[config.mk]
export PLATFORM = sky130hd
export DESIGN_NAME = dram_burst_ctrl_flat
export DESIGN_NICKNAME = d
export VERILOG_FILES = /design/src/rtl/dram_burst_ctrl_if.sv /design/src/rtl/dram_burst_ctrl.sv /design/src/flat_wrapper.sv
export SDC_FILE = /design/constraint.sdc
export NUM_CORES = 2
export LEC_CHECK = 0
export CAP_MARGIN = 20
export CORE_AREA = 2 2 473 475
export CTS_BUF_LIST = sky130_fd_sc_hd__clkbuf_16
export CTS_CLUSTER_DIAMETER = 50
export DETAILED_ROUTE_END_ITERATION = 10
export DIE_AREA = 0 0 475 477
export PLACE_DENSITY = 0.63
export REMOVE_ABC_BUFFERS = 1
export SYNTH_ARGS = -nofsm -noshare
export SYNTH_HDL_FRONTEND = slang
export SYNTH_SLANG_ARGS = --single-unit
[constraint.sdc]
create_clock -name clk -period 3.04 [get_ports clk]
set_clock_uncertainty 0.15 [all_clocks]
set_input_delay 0.456 -clock clk [delete_from_list [all_inputs] [get_ports clk]]
set_output_delay 0.456 -clock clk [all_outputs]
set_load 0.02 [all_outputs]
[src/rtl/dram_burst_ctrl_if.sv]
// Row request/response bundle between the compute fabric and the burst controller.
// master = fabric side, slave = controller side.
interface dram_burst_ctrl_if #(
  parameter int ADDRESS_LEN = 16,
  parameter int ROW_WIDTH   = 512
);
  logic                   req_valid;
  logic                   req_ready;
  logic                   req_we;
  logic [ADDRESS_LEN-1:0] req_addr;
  logic [ROW_WIDTH-1:0]   req_wdata;
  logic                   rsp_valid;
  logic                   rsp_ready;
  logic                   rsp_we;
  logic                   rsp_err;
  logic [ROW_WIDTH-1:0]   rsp_rdata;

  modport master (
    output req_valid, req_we, req_addr, req_wdata, rsp_ready,
    input  req_ready, rsp_valid, rsp_we, rsp_err, rsp_rdata
  );

  modport slave (
    input  req_valid, req_we, req_addr, req_wdata, rsp_ready,
    output req_ready, rsp_valid, rsp_we, rsp_err, rsp_rdata
  );
endinterface

[src/rtl/dram_burst_ctrl.sv]
// Row-level request controller in front of the DRAM model:
// serialises write rows into beats, reassembles read beats, times out hung accesses.
module dram_burst_ctrl #(
  parameter int ADDRESS_LEN        = 16,
  parameter int BURST_ACCESS_WIDTH = 64,
  parameter int BURST_LEN          = 8,
  parameter int ROW_WIDTH          = 512,
  parameter int TIMEOUT_CYCLES     = 1024
) (
  input  logic                          clk,
  input  logic                          rst,
  dram_burst_ctrl_if.slave              bus,
  output logic [ADDRESS_LEN-1:0]        dram_addr,
  output logic                          dram_read_en,
  output logic                          dram_write_en,
  output logic [BURST_ACCESS_WIDTH-1:0] dram_wdata,
  input  logic                          dram_ready,
  input  logic                          dram_complete,
  input  logic [BURST_ACCESS_WIDTH-1:0] dram_rdata,
  input  logic                          dram_valid
);

  localparam int BAW = BURST_ACCESS_WIDTH;
  localparam int CW  = $clog2(BURST_LEN + 1);
  localparam int IW  = (BURST_LEN > 1) ? $clog2(BURST_LEN) : 1;
  localparam int TW  = $clog2(TIMEOUT_CYCLES);

  localparam logic [CW-1:0] BL_C    = CW'(BURST_LEN);
  localparam logic [TW-1:0] TO_LAST = TW'(TIMEOUT_CYCLES - 1);

  if (ROW_WIDTH != BURST_LEN * BURST_ACCESS_WIDTH) begin : g_bad_row
    $error("ROW_WIDTH must equal BURST_LEN*BURST_ACCESS_WIDTH");
  end

  typedef enum logic [2:0] {
    IDLE,
    WAIT_RDY,
    ISSUE,
    XFER,
    RESP
  } state_t;

  state_t state;

  logic                           we_q;
  logic [BURST_LEN-1:0][BAW-1:0]  wrow;
  logic [BURST_LEN-1:0][BAW-1:0]  rbuf;
  logic [BURST_LEN-1:0][BAW-1:0]  rbuf_nxt;
  logic [CW-1:0]                  beat_cnt;
  logic [TW-1:0]                  timer;
  logic [IW-1:0]                  beat_idx;
  logic                           beat_hit;

  assign beat_idx = beat_cnt[IW-1:0];
  assign beat_hit = dram_valid && (beat_cnt < BL_C);

  // Merge the beat arriving this cycle so a beat coinciding
  // with dram_complete still lands in the response row.
  always_comb begin
    rbuf_nxt = rbuf;
    if (beat_hit && !we_q) rbuf_nxt[beat_idx] = dram_rdata;
  end

  assign dram_wdata = (beat_cnt < BL_C) ? wrow[beat_idx] : '0;

  always_ff @(posedge clk or negedge rst) begin
    if (!rst) begin
      state         <= IDLE;
      bus.req_ready <= 1'b1;
      bus.rsp_valid <= 1'b0;
      bus.rsp_err   <= 1'b0;
      bus.rsp_we    <= 1'b0;
      bus.rsp_rdata <= '0;
      dram_read_en  <= 1'b0;
      dram_write_en <= 1'b0;
      dram_addr     <= '0;
      we_q          <= 1'b0;
      wrow          <= '0;
      rbuf          <= '0;
      beat_cnt      <= '0;
      timer         <= '0;
    end else begin
      unique case (state)
        IDLE: begin
          if (bus.req_valid) begin
            dram_addr     <= bus.req_addr;
            we_q          <= bus.req_we;
            wrow          <= bus.req_wdata;
            rbuf          <= '0;
            beat_cnt      <= '0;
            bus.req_ready <= 1'b0;
            state         <= WAIT_RDY;
          end
        end
        WAIT_RDY: begin
          if (dram_ready) begin
            dram_read_en  <= !we_q;
            dram_write_en <= we_q;
            timer         <= '0;
            state         <= ISSUE;
          end
        end
        ISSUE: begin
          timer <= timer + 1'b1;
          state <= XFER;
        end
        XFER: begin
          if (beat_hit) begin
            rbuf     <= rbuf_nxt;
            beat_cnt <= beat_cnt + 1'b1;
          end
          // Completion takes priority over a coincident timeout.
          if (dram_complete) begin
            dram_read_en  <= 1'b0;
            dram_write_en <= 1'b0;
            bus.rsp_valid <= 1'b1;
            bus.rsp_err   <= 1'b0;
            bus.rsp_we    <= we_q;
            bus.rsp_rdata <= we_q ? '0 : rbuf_nxt;
            state         <= RESP;
          end else if (timer >= TO_LAST) begin
            dram_read_en  <= 1'b0;
            dram_write_en <= 1'b0;
            bus.rsp_valid <= 1'b1;
            bus.rsp_err   <= 1'b1;
            bus.rsp_we    <= we_q;
            bus.rsp_rdata <= '0;
            state         <= RESP;
          end else begin
            timer <= timer + 1'b1;
          end
        end
        RESP: begin
          if (bus.rsp_ready) begin
            bus.rsp_valid <= 1'b0;
            bus.req_ready <= 1'b1;
            state         <= IDLE;
          end
        end
        default: state <= IDLE;
      endcase
    end
  end

endmodule

[src/flat_wrapper.sv]
// flat-port wrapper written by rule: the top's interface ports become plain ports
module dram_burst_ctrl_flat 
#(
  parameter int ADDRESS_LEN        = 16,
  parameter int BURST_ACCESS_WIDTH = 64,
  parameter int BURST_LEN          = 8,
  parameter int ROW_WIDTH          = 512,
  parameter int TIMEOUT_CYCLES     = 1024
)
  (clk, rst, dram_addr, dram_read_en, dram_write_en, dram_wdata, dram_ready, dram_complete, dram_rdata, dram_valid, bus_req_valid, bus_req_we, bus_req_addr, bus_req_wdata, bus_rsp_ready, bus_req_ready, bus_rsp_valid, bus_rsp_we, bus_rsp_err, bus_rsp_rdata);
  dram_burst_ctrl_if #(.ADDRESS_LEN(ADDRESS_LEN), .ROW_WIDTH(ROW_WIDTH)) bus_i ();
  input  logic clk;
  input  logic rst;
  output logic [ADDRESS_LEN-1:0] dram_addr;
  output logic dram_read_en;
  output logic dram_write_en;
  output logic [BURST_ACCESS_WIDTH-1:0] dram_wdata;
  input  logic dram_ready;
  input  logic dram_complete;
  input  logic [BURST_ACCESS_WIDTH-1:0] dram_rdata;
  input  logic dram_valid;
  input wire logic [$bits(bus_i.req_valid)-1:0] bus_req_valid;
  input wire logic [$bits(bus_i.req_we)-1:0] bus_req_we;
  input wire logic [$bits(bus_i.req_addr)-1:0] bus_req_addr;
  input wire logic [$bits(bus_i.req_wdata)-1:0] bus_req_wdata;
  input wire logic [$bits(bus_i.rsp_ready)-1:0] bus_rsp_ready;
  output wire logic [$bits(bus_i.req_ready)-1:0] bus_req_ready;
  output wire logic [$bits(bus_i.rsp_valid)-1:0] bus_rsp_valid;
  output wire logic [$bits(bus_i.rsp_we)-1:0] bus_rsp_we;
  output wire logic [$bits(bus_i.rsp_err)-1:0] bus_rsp_err;
  output wire logic [$bits(bus_i.rsp_rdata)-1:0] bus_rsp_rdata;
  assign bus_i.req_valid = bus_req_valid;
  assign bus_i.req_we = bus_req_we;
  assign bus_i.req_addr = bus_req_addr;
  assign bus_i.req_wdata = bus_req_wdata;
  assign bus_i.rsp_ready = bus_rsp_ready;
  assign bus_req_ready = bus_i.req_ready;
  assign bus_rsp_valid = bus_i.rsp_valid;
  assign bus_rsp_we = bus_i.rsp_we;
  assign bus_rsp_err = bus_i.rsp_err;
  assign bus_rsp_rdata = bus_i.rsp_rdata;
  dram_burst_ctrl #(.ADDRESS_LEN(ADDRESS_LEN), .BURST_ACCESS_WIDTH(BURST_ACCESS_WIDTH), .BURST_LEN(BURST_LEN), .ROW_WIDTH(ROW_WIDTH), .TIMEOUT_CYCLES(TIMEOUT_CYCLES)) u_core (.clk(clk), .rst(rst), .bus(bus_i), .dram_addr(dram_addr), .dram_read_en(dram_read_en), .dram_write_en(dram_write_en), .dram_wdata(dram_wdata), .dram_ready(dram_ready), .dram_complete(dram_complete), .dram_rdata(dram_rdata), .dram_valid(dram_valid));
endmodule
==> qor.csv <==
stage;metric;value;unit
clocking;clock_path_buffers;3;
sta;setup_viol;64;
setup_path;critical_path_class;flop to output pin;
global_route;grt_pass1_wl;414;mm
cells_and_area;final_cell_mix;2619 x nand2_1, 1571 x dfrtp_1, 1132 x clkdlybuf4s50_1;
sta;slew_headroom;0.375;
clocking;clockRootBuffer;clkbuf_16;
placed_design;io_buffers;1197;
synth;async_flop_share;1.00;
die;row_count;173;
die;die_x;475;microns
route;wl_per_cell;24.2;microns
placed_design;dp.cells;11000;
synth;postSynthCellCount;7082;
setup_path;cp_max_fo;11;
synth;synth.avg_cell_area;9.69;sq um
run;cap_violations;0;
synth;synth_area_leaders;dfrtp_1 57%, nand2_1 14%, mux2i_1 7.5%;
power;p_leak;44.5;nW
sta;worst_pin_slew;934;ps
global_route;grt_util_all_layers;0.245;
clocking;cts_made_buffers;185;
route;drtIter0Drc;6007;
outcome;status;complete, but fails checks;
synth;netlist-cell-type-count;52;
setup_path;cp_data_required_time;2430;ps
global_route;grt_pass1_vias;60600;
synth;netlist.area_leader.share;0.574;
cells_and_area;layout-drive-gt1-share;0.122;
power;peakVddDrop;0.568;mV
die;pin_count;1198;
synth;synth-seq-cells;1576;
sta;period_minus_slack;3480;ps
die;dieHeight;477;microns
die;die-area;227000;sq um
clocking;cts.reportedPaths.clkPinSlew;50;ps
synth;seq_area_frac_synth;0.575;
die;initial_core_util;0.310;
sta;slew_violations;0;
setup_path;startpoint;u_core.beat_cnt[1];
hold_path;hp-start;bus_req_wdata[351];
global_route;overflow;0;
clocking;h-tree-depth;4;
power;power.density;826;nW/um^2
sta;rsz0062_at_grt;true;
route;drtPass1Iterations;6;
synth;synth_edf_count;0;
route;routed_wl;285;mm
synth;ys_warn_count;0;
cells_and_area;finalNonFillerCells;11800;
placed_design;dp_hpwl;200;mm
setup_path;crit_arrival;2870;ps
global_route;antenna_found_initial;12;
cells_and_area;syn_to_final_growth;42.7;%
route;ant_nets;0;
route;vias;61300;
cells_and_area;layout_commonest_cell;nand2_1;
sta;post-route-period-util;1.14;
sta;fmax;288;MHz
route;via_per_inst;5.21;
die;core_area;221000;sq um
setup_path;critPathLaunchType;flop;
placed_design;dp_slack;-220;ps
synth;synth_area;68600;sq um
setup_path;r2r_start;u_core.beat_cnt[3];
clocking;tritoncts;yes;
sta;hold_ws;65.6;ps
cells_and_area;nNetsFinal;9220;
synth;synth_ff_type;dfrtp_1;
hold_path;hold_class;primary input to flop;
setup_path;end_kind;output pin;
sta;final-hold-violation-count;0;
sta;setup_tns;-18790;ps
synth;synth_largest_area_cell;dfrtp_1;
clocking;clk-insertion-delay-late;840;ps
global_route;grt_start_max_net_pins;141;
sta;layout_setup_ws;-438;ps
clocking;cts.sinks;1576;
route;drc;0;
outcome;violations;negative setup slack;
placed_design;gp_congestion;0.983;
cells_and_area;nFillCells;20700;
cells_and_area;fin_util;0.442;
## repair_timing
| item | in CTS | in global routing |
|---|---|---|
| buffers inserted | 47 | 27 |
| hold buffers | 284 | 0 |
| pin swaps | 59 | 47 |
| cloned | 9 | 2 |
| resized for setup | 401 | 127 |
| hold endpoints to repair | 494 | 0 |
| endpoints found under the setup margin | 64 | 67 |
## power breakdown
group	internal (mW)	switching, mW	leakage, nW
combinational	11.9	16.5	20.3
clock	12.6	9.57	3.08
sequential	25.8	4.44	21.1
## state kept, by name, summed over array words and instances (netlist names)
register and cells:
u_core.bus.rsp_valid 1, u_core.bus.rsp_err 1, u_core.bus.rsp_we 1, u_core.we_q 1
u_core.timer 10, u_core.bus.rsp_rdata 512, u_core.state 3, u_core.rbuf 512
u_core.bus.req_ready 1, u_core.dram_addr 16, u_core.wrow 512, u_core.dram_read_en 1
u_core.beat_cnt 4, u_core.dram_write_en 1
## final timing paths
check                                   endpoint  slack [ps]  cells after the start
min in group asynchronous       u_core.rbuf[221]         170                      2
worst min register to register  u_core.wrow[134]         320                      2
max in group asynchronous       u_core.rbuf[249]        1420                      3
worst min-delay path            u_core.wrow[351]          70                      3
worst max register to register  u_core.rbuf[331]         190                      4
worst max-delay path              dram_wdata[62]        -440                      9
## kinds of logic after synthesis
| logic type | share of synthesized area |
|---|---|
| multiplexers | 0.0750 |
| XOR/XNOR | 0.000128 |
| adder cells (fa/ha/maj) | 0.000365 |
| AND/OR/NAND/NOR | 0.150 |
| flip-flops | 0.575 |
| buffers and inverters | 0.0423 |
| AO/OA/AOI/OAI | 0.157 |
## metrics by stage
stage / total power, mW / cell area, sq um
floorplan: 37.5 / 65700
global placement: 55.3 / 86700
detailed placement: 55.6 / 86700
CTS: 80.4 / 97100
global route: 84.4 / 97900
finish: 80.9 / 97900
## per-layer routing
layer	global-route usage	vias to the layer above	wire length (microns)
met4	0.127	2	17200
met2	0.392	2954	132000
met3	0.0388	564	19500
li1	-	27200	-
met5	0	-	13
met1	0.319	30500	116000
## worst max-delay path: stages, from the launching register on
cell,delay [ps]
dfrtp_2,470
buf_4,170
nand2b_4,70
nor2_4,40
buf_12,150
buf_12,140
buf_12,140
a22oi_2,370
a41oi_2,260
buf_4,220
## layout make-up
class	count	area [sq um]	share of cell area
multi-input combinational	4852	27500	0.281
timing repair buffer	1999	21100	0.215
sequential	1576	39400	0.403
antenna	8	20.0	0.000204
clock buffer	187	4680	0.0478
clock inverter	153	1440	0.0147
inverter	4	15.0	0.000153
tap	2975	3720	0.0380
## cells in the mapped netlist (2+ instances only)
master / count
a21oi_1: 8
a22oi_1: 256
a31oi_1: 3
a41oi_1: 65
and2_1: 4
and3_1: 2
and4_1: 2
buf_1: 15
buf_2: 161
buf_4: 19
buf_6: 20
clkbuf_1: 421
clkbuf_2: 12
clkbuf_4: 2
dfrtp_1: 1575
ha_1: 2
inv_1: 4
mux2_2: 2
mux2i_1: 512
nand2_1: 2623
nand2_2: 2
nand2b_1: 6
nand3_1: 6
nand4_1: 3
nor2_1: 17
nor2b_1: 3
nor3_1: 2
nor4_1: 6
nor4_2: 5
o21ai_0: 690
o21ai_1: 86
o2bb2ai_1: 257
o31ai_1: 271
or2_1: 2
Note: power is estimated with default switching activity, not from simulation.
